--- src/rtl/hdlc_tx_framer.sv ---
// HDLC transmit framer: flag, LSB-first data and FCS with zero insertion,
// closing flag, and abort sequence, one bit per enabled clock.
module hdlc_tx_framer #(
  parameter logic [7:0]  FLAG     = 8'h7E,
  parameter logic [7:0]  ABORT    = 8'hFE,
  parameter logic [15:0] CRC_POLY = 16'h8005,
  parameter logic [15:0] CRC_INIT = 16'h0000
) (
  input  logic       Clk,
  input  logic       Rst,
  input  logic       TxEN,
  input  logic       Tx_ValidFrame,
  input  logic [7:0] Tx_Data,
  input  logic       Tx_AbortFrame,
  output logic       Tx_RdBuff,
  output logic       Tx,
  output logic       Tx_Busy,
  output logic       Tx_Done,
  output logic       Tx_AbortedTrans
);

  typedef enum logic [2:0] {
    ST_IDLE,
    ST_FLAG_OPEN,
    ST_DATA,
    ST_FCS,
    ST_FLAG_CLOSE,
    ST_ABORT
  } state_t;

  state_t      state;
  state_t      state_n;
  logic [2:0]  bit_idx;
  logic [2:0]  bit_n;
  logic [4:0]  fcs_idx;
  logic [4:0]  fcs_n;
  logic [7:0]  shreg;
  logic [7:0]  sh_n;
  logic [15:0] crc;
  logic [15:0] crc_n;
  logic [2:0]  ones;
  logic [2:0]  ones_n;
  logic        tx_q;
  logic        tx_n;
  logic        done_q;
  logic        done_n;
  logic        abt_q;
  logic        abt_n;
  logic        pend;
  logic        pend_n;

  logic        abortable;
  logic        abort_req;
  logic        stuff;
  logic        fetch;
  logic        bit_d;
  logic        fb;

  assign abortable = (state == ST_FLAG_OPEN) ||
                     (state == ST_DATA) ||
                     (state == ST_FCS);

  assign abort_req = (Tx_AbortFrame | pend) & abortable;

  // five ones in a row force a zero before anything else advances
  assign stuff = ((state == ST_DATA) || (state == ST_FCS)) &&
                 (ones == 3'd5);

  assign fetch = Rst && TxEN && Tx_ValidFrame &&
                 (bit_idx == 3'd7) &&
                 ((state == ST_FLAG_OPEN) ||
                  ((state == ST_DATA) && !stuff));

  assign Tx_RdBuff       = fetch;
  assign Tx              = tx_q;
  assign Tx_Busy         = (state != ST_IDLE);
  assign Tx_Done         = done_q;
  assign Tx_AbortedTrans = abt_q;

  always_comb begin
    state_n = state;
    bit_n   = bit_idx;
    fcs_n   = fcs_idx;
    sh_n    = shreg;
    crc_n   = crc;
    ones_n  = ones;
    tx_n    = tx_q;
    done_n  = 1'b0;
    abt_n   = 1'b0;
    pend_n  = pend;
    bit_d   = 1'b1;
    fb      = 1'b0;

    if (!TxEN) begin
      if (Tx_AbortFrame && abortable) begin
        pend_n = 1'b1;
      end
    end else begin
      pend_n = 1'b0;
      unique case (state)
        ST_IDLE: begin
          tx_n = 1'b1;
          if (Tx_ValidFrame) begin
            state_n = ST_FLAG_OPEN;
            bit_n   = 3'd0;
            ones_n  = 3'd0;
            crc_n   = CRC_INIT;
          end
        end

        ST_FLAG_OPEN: begin
          tx_n  = FLAG[bit_idx];
          bit_n = bit_idx + 3'd1;
          if (bit_idx == 3'd7) begin
            if (Tx_ValidFrame) begin
              sh_n    = Tx_Data;
              state_n = ST_DATA;
            end else begin
              state_n = ST_FCS;
              fcs_n   = 5'd0;
            end
          end
        end

        ST_DATA: begin
          if (stuff) begin
            tx_n   = 1'b0;
            ones_n = 3'd0;
          end else begin
            bit_d  = shreg[bit_idx];
            tx_n   = bit_d;
            ones_n = bit_d ? ones + 3'd1 : 3'd0;
            fb     = bit_d ^ crc[15];
            crc_n  = {crc[14:0], 1'b0} ^
                     (fb ? CRC_POLY : 16'h0000);
            bit_n  = bit_idx + 3'd1;
            if (bit_idx == 3'd7) begin
              if (Tx_ValidFrame) begin
                sh_n = Tx_Data;
              end else begin
                state_n = ST_FCS;
                fcs_n   = 5'd0;
              end
            end
          end
        end

        ST_FCS: begin
          if (stuff) begin
            tx_n   = 1'b0;
            ones_n = 3'd0;
            // index 16 marks a trailing stuff owed after the last FCS bit
            if (fcs_idx == 5'd16) begin
              state_n = ST_FLAG_CLOSE;
              bit_n   = 3'd0;
            end
          end else begin
            bit_d  = crc[4'd15 - fcs_idx[3:0]];
            tx_n   = bit_d;
            ones_n = bit_d ? ones + 3'd1 : 3'd0;
            fcs_n  = fcs_idx + 5'd1;
            if ((fcs_idx == 5'd15) &&
                !(bit_d && (ones == 3'd4))) begin
              state_n = ST_FLAG_CLOSE;
              bit_n   = 3'd0;
              ones_n  = 3'd0;
            end
          end
        end

        ST_FLAG_CLOSE: begin
          tx_n  = FLAG[bit_idx];
          bit_n = bit_idx + 3'd1;
          if (bit_idx == 3'd7) begin
            state_n = ST_IDLE;
            done_n  = 1'b1;
          end
        end

        ST_ABORT: begin
          tx_n  = ABORT[bit_idx];
          bit_n = bit_idx + 3'd1;
          if (bit_idx == 3'd7) begin
            state_n = ST_IDLE;
            done_n  = 1'b1;
          end
        end

        default: begin
          state_n = ST_IDLE;
          tx_n    = 1'b1;
        end
      endcase

      if (abort_req) begin
        state_n = ST_ABORT;
        bit_n   = 3'd0;
        ones_n  = 3'd0;
        abt_n   = 1'b1;
      end
    end
  end

  always_ff @(posedge Clk) begin
    if (!Rst) begin
      state   <= ST_IDLE;
      bit_idx <= 3'd0;
      fcs_idx <= 5'd0;
      shreg   <= 8'h00;
      crc     <= CRC_INIT;
      ones    <= 3'd0;
      tx_q    <= 1'b1;
      done_q  <= 1'b0;
      abt_q   <= 1'b0;
      pend    <= 1'b0;
    end else begin
      state   <= state_n;
      bit_idx <= bit_n;
      fcs_idx <= fcs_n;
      shreg   <= sh_n;
      crc     <= crc_n;
      ones    <= ones_n;
      tx_q    <= tx_n;
      done_q  <= done_n;
      abt_q   <= abt_n;
      pend    <= pend_n;
    end
  end

endmodule

--- config.mk ---
export PLATFORM = sky130hd
export DESIGN_NAME = hdlc_tx_framer
export DESIGN_NICKNAME = d
export VERILOG_FILES = /design/src/rtl/hdlc_tx_framer.sv
export SDC_FILE = /design/constraint.sdc
export NUM_CORES = 1
export LEC_CHECK = 0
export ABC_AREA = 1
export ABC_CLOCK_PERIOD_IN_PS = 3000
export CORE_UTILIZATION = 40
export CTS_CLUSTER_DIAMETER = 100
export CTS_CLUSTER_SIZE = 20
export DETAILED_ROUTE_END_ITERATION = 6
export GPL_ROUTABILITY_DRIVEN = 0
export GPL_TIMING_DRIVEN = 0
export SYNTH_ARGS = -nofsm -noshare
export SYNTH_HDL_FRONTEND = slang
export SYNTH_SLANG_ARGS = --single-unit
--- constraint.sdc ---
create_clock -name Clk -period 3 [get_ports Clk]
set_clock_uncertainty 0.2 [all_clocks]
set_input_delay 0.9 -clock Clk [delete_from_list [all_inputs] [get_ports Clk]]
set_output_delay 0.9 -clock Clk [all_outputs]
set_load 0.01 [all_outputs]
==> flow_summary_export.csv <==
group,metric,value,unit
timing,period_minus_slack,2.88,ns
synthesis,syn-instance-count,359,
global_route,groute.usage.overall,18.2,%
detailed_routing,first_pass_iters,4,
global_route,antenna_found_initial,0,
layout,final_layout_size_suffix_gt1_share,10.7,%
synthesis,register_area_share_after_synthesis,36.9,%
clock_tree,cts_tree,"built",
clock_tree,cts_buffers,5,
synthesis,ys_types,31,
pwr,leakagePower,0.00112,uW
floorplanning,core-area,5640,um^2
detailed_routing,vias,2255,
detailed_routing,ant_nets,0,
critical_path,endpoint_kind,"primary output",
timing,max_slew_margin,64.6,%
global_route,first_global_vias,2106,
pwr,max_ir_drop_vdd,0.000462,V
placement,standard_cell_area_after_detailed_placement,2640,um^2
clock_tree,ctsHoldBuffers,0,
critical_path,worstPathMaxFanout,8,
synthesis,synth_top_cell_area_share,36.9,%
global_route,global_route.overflow_total,0,
floorplanning,fp.dieW,79.3,um
critical_path,worst_setup_path_category,"in2out",
layout,final_design_area_no_fill,2740,um^2
layout,nets_finish,403,
timing,clock.fmax,347,MHz
synthesis,synth.cell_area,2390,um^2
placement,hpwl,4030,um
clock_tree,cts_htree_levels,2,
min_path,min_delay_worst_endpoint,"shreg[0]$_SDFFE_PN0P_",
timing,final.period_utilization,96.1,%
timing,actual_slew_at_the_worst_max_slew_pin,0.531,ns
layout,antenna_cells,0,
synthesis,synth.ff_latch_count,44,
floorplanning,die_area,6290,um^2
clock_tree,cts_root_buffer,"sky130_fd_sc_hd__clkbuf_8",
critical_path,cp_data_arrival_time,1.78,ns
detailed_routing,drt-initial-drc-count,119,
synthesis,synthDominantAreaCellType,"sky130_fd_sc_hd__dfxtp_1",
detailed_routing,detail_route.wirelength,5240,um
critical_path,critical_path.reg2reg.startpoint,"fcs_idx[1]$_SDFFE_PN0P_",
floorplanning,std_cell_rows,27,
critical_path,cp-start-kind,"input port",
clock_tree,worst_skew_pair.late_latency,0.29,ns
run_status,outcome,"completed",
detailed_routing,routedWlPerCell,11.5,um
floorplanning,die_height,79.3,um
clock_tree,cts-resized-gates,8,
min_path,hold_path_depth,2,
synthesis,synth_area_per_cell,6.66,um^2
timing,timing_hold_violations_final,0,
min_path,hold_path_class,"reg2reg",
clock_tree,cts.repair_timing.setup_buffer_count,0,
job,max_cap_viol_count,0,
timing,total_of_endpoints_with_negative_setup_slack_in_the_final_report,0,
floorplanning,initial_core_util,42.4,%
synthesis,synth_warnings,0,
critical_path,timing.reg2reg.setup_slack,0.64,ns
critical_path,cp.required,1.90,ns
min_path,hold_path_startpoint,"shreg[0]$_SDFFE_PN0P_",
synthesis,synth_nets,380,
global_route,grt_start_max_net_pins,14,
clock_tree,max-clock-path-buffers,2,
layout,syn2layout_area_growth,14.5,%
detailed_routing,routed_via_density,4.96,
floorplanning,top_level_ports,18,
placement,port_buffers,16,
global_route,grt_first_pass_wirelength,9000,um
pwr,power.density,720,nW/um^2
detailed_routing,drc,0,
timing,rsz0062_at_grt,"no",
clock_tree,cts.sink_count,44,
critical_path,register_to_register_path_depth,11,
synthesis,top_cells_by_area_synth,"sky130_fd_sc_hd__dfxtp_1, sky130_fd_sc_hd__nand2_1, sky130_fd_sc_hd__inv_1",
timing,fin_tns_setup,0,ns
timing,drv_slew,0,
clock_tree,clkTransAtPathRegs,0.08,ns
cell type report:
class                           count  area [um^2]
Sequential cell                    44          881
Timing Repair Buffer               16          153
Buffer                             10         53.8
Fill cell                         588         2910
Inverter                           62          233
Tap cell                           72         90.1
Clock inverter                      1         7.51
Clock buffer                        7         86.3
Multi-Input combinational cell    243         1230
metrics by stage:
| stage | total power, uW | std cells | utilization (%) | hold WS [ns] | worst slack, ns |
|---|---|---|---|---|---|
| 4_1_cts | 1990 | 455 | 48.5 | 0.249 | 0.116 |
| 6_report | 1970 | 455 | 48.5 | 0.247 | 0.117 |
| 2_1_floorplan | 1370 | 359 | - | 0.220 | 0.199 |
| 3_5_place_dp | 1590 | 447 | 46.8 | 0.236 | -0.535 |
| 3_3_place_gp | 1590 | 447 | 46.8 | 0.238 | -0.558 |
| 5_1_grt | 2150 | 455 | 48.5 | 0.272 | 0.0507 |
critical path: stages:
cell and delay (ns):
sky130_fd_sc_hd__clkbuf_1 0.32, sky130_fd_sc_hd__nand2_2 0.15, sky130_fd_sc_hd__nor4_2 0.24, sky130_fd_sc_hd__buf_2 0.17
flip-flops by register name, indices dropped and copies added, names as in the netlist, named ones only:
signal	flops
shreg	8
Tx_Done	1
Tx_AbortedTrans	1
crc	16
Tx	1
bit_idx	3
state	3
fcs_idx	5
ones	3
pend	1
Yosys cell counts:
master / count
sky130_fd_sc_hd__buf_6: 1
sky130_fd_sc_hd__nor2_4: 2
sky130_fd_sc_hd__a31oi_1: 2
sky130_fd_sc_hd__o31ai_2: 1
sky130_fd_sc_hd__nor3_1: 11
sky130_fd_sc_hd__ha_1: 8
sky130_fd_sc_hd__nand3_2: 1
sky130_fd_sc_hd__o21ai_1: 5
sky130_fd_sc_hd__nand4_1: 4
sky130_fd_sc_hd__nor4_1: 2
sky130_fd_sc_hd__nor3_2: 1
sky130_fd_sc_hd__nand2_1: 93
sky130_fd_sc_hd__buf_2: 4
sky130_fd_sc_hd__a21oi_1: 34
sky130_fd_sc_hd__or4_1: 1
sky130_fd_sc_hd__nand3_1: 29
sky130_fd_sc_hd__nor3b_1: 1
sky130_fd_sc_hd__inv_2: 11
sky130_fd_sc_hd__buf_4: 1
sky130_fd_sc_hd__o21ai_0: 12
sky130_fd_sc_hd__dfxtp_1: 44
sky130_fd_sc_hd__nor2_2: 1
sky130_fd_sc_hd__nor2_1: 21
sky130_fd_sc_hd__a21oi_2: 5
sky130_fd_sc_hd__o21ai_2: 1
sky130_fd_sc_hd__inv_1: 51
sky130_fd_sc_hd__a21boi_1: 1
sky130_fd_sc_hd__xor2_1: 2
sky130_fd_sc_hd__clkbuf_1: 4
sky130_fd_sc_hd__nand2_2: 2
sky130_fd_sc_hd__a211oi_1: 3
worst max-delay path by stage:
stage          startpoint        end  slack, ns  depth (start not counted)
3_5_place_dp         TxEN  Tx_RdBuff      -0.54                          4
3_3_place_gp         TxEN  Tx_RdBuff      -0.56                          4
5_1_grt               Rst  Tx_RdBuff       0.05                          4
4_1_cts               Rst  Tx_RdBuff       0.12                          4
2_1_floorplan         Rst  Tx_RdBuff       0.20                          3
6_report              Rst  Tx_RdBuff       0.12                          4
layer usage:
metal | global-route usage (%) | up-vias | routed length, um | part of all wire, %
li1 | - | 1196 | - | -
met1 | 22.8 | 1018 | 2630 | 50
met2 | 29.9 | 39 | 2400 | 46
met3 | 5.06 | 2 | 184 | 3.5
met4 | 6.00 | 0 | 21 | 0.40
met5 | 0 | - | 0 | 0
layout by cell type, fill, tap and decap left out, types with 4 or more instances in the layout:
| master | instances |
|---|---|
| sky130_fd_sc_hd__o21ai_0 | 12 |
| sky130_fd_sc_hd__inv_2 | 11 |
| sky130_fd_sc_hd__ha_1 | 8 |
| sky130_fd_sc_hd__clkbuf_8 | 6 |
| sky130_fd_sc_hd__nand2_1 | 92 |
| sky130_fd_sc_hd__dfxtp_1 | 44 |
| sky130_fd_sc_hd__o21ai_1 | 5 |
| sky130_fd_sc_hd__buf_2 | 5 |
| sky130_fd_sc_hd__a21oi_2 | 5 |
| sky130_fd_sc_hd__nor3_1 | 11 |
| sky130_fd_sc_hd__nor2_1 | 21 |
| sky130_fd_sc_hd__a21oi_1 | 34 |
| sky130_fd_sc_hd__clkdlybuf4s50_1 | 13 |
| sky130_fd_sc_hd__nand3_1 | 29 |
| sky130_fd_sc_hd__nand4_1 | 4 |
| sky130_fd_sc_hd__clkbuf_1 | 5 |
| sky130_fd_sc_hd__inv_1 | 51 |
report_power, final:
group	internal, uW	total, uW	switching (uW)
registers	653	704	51.8
logic	291	879	588
clock network	187	387	200
cells by family after synthesis:
logic type / share of synthesized area, %
AOI/OAI and AO/OA: 15.2
and+or+nand+nor: 31.0
DFF: 36.9
xor gates and xnor gates: 0.733
buffers and inverters: 12.0
adders and majority gates: 4.19
Power figures use the tool's default switching activity.
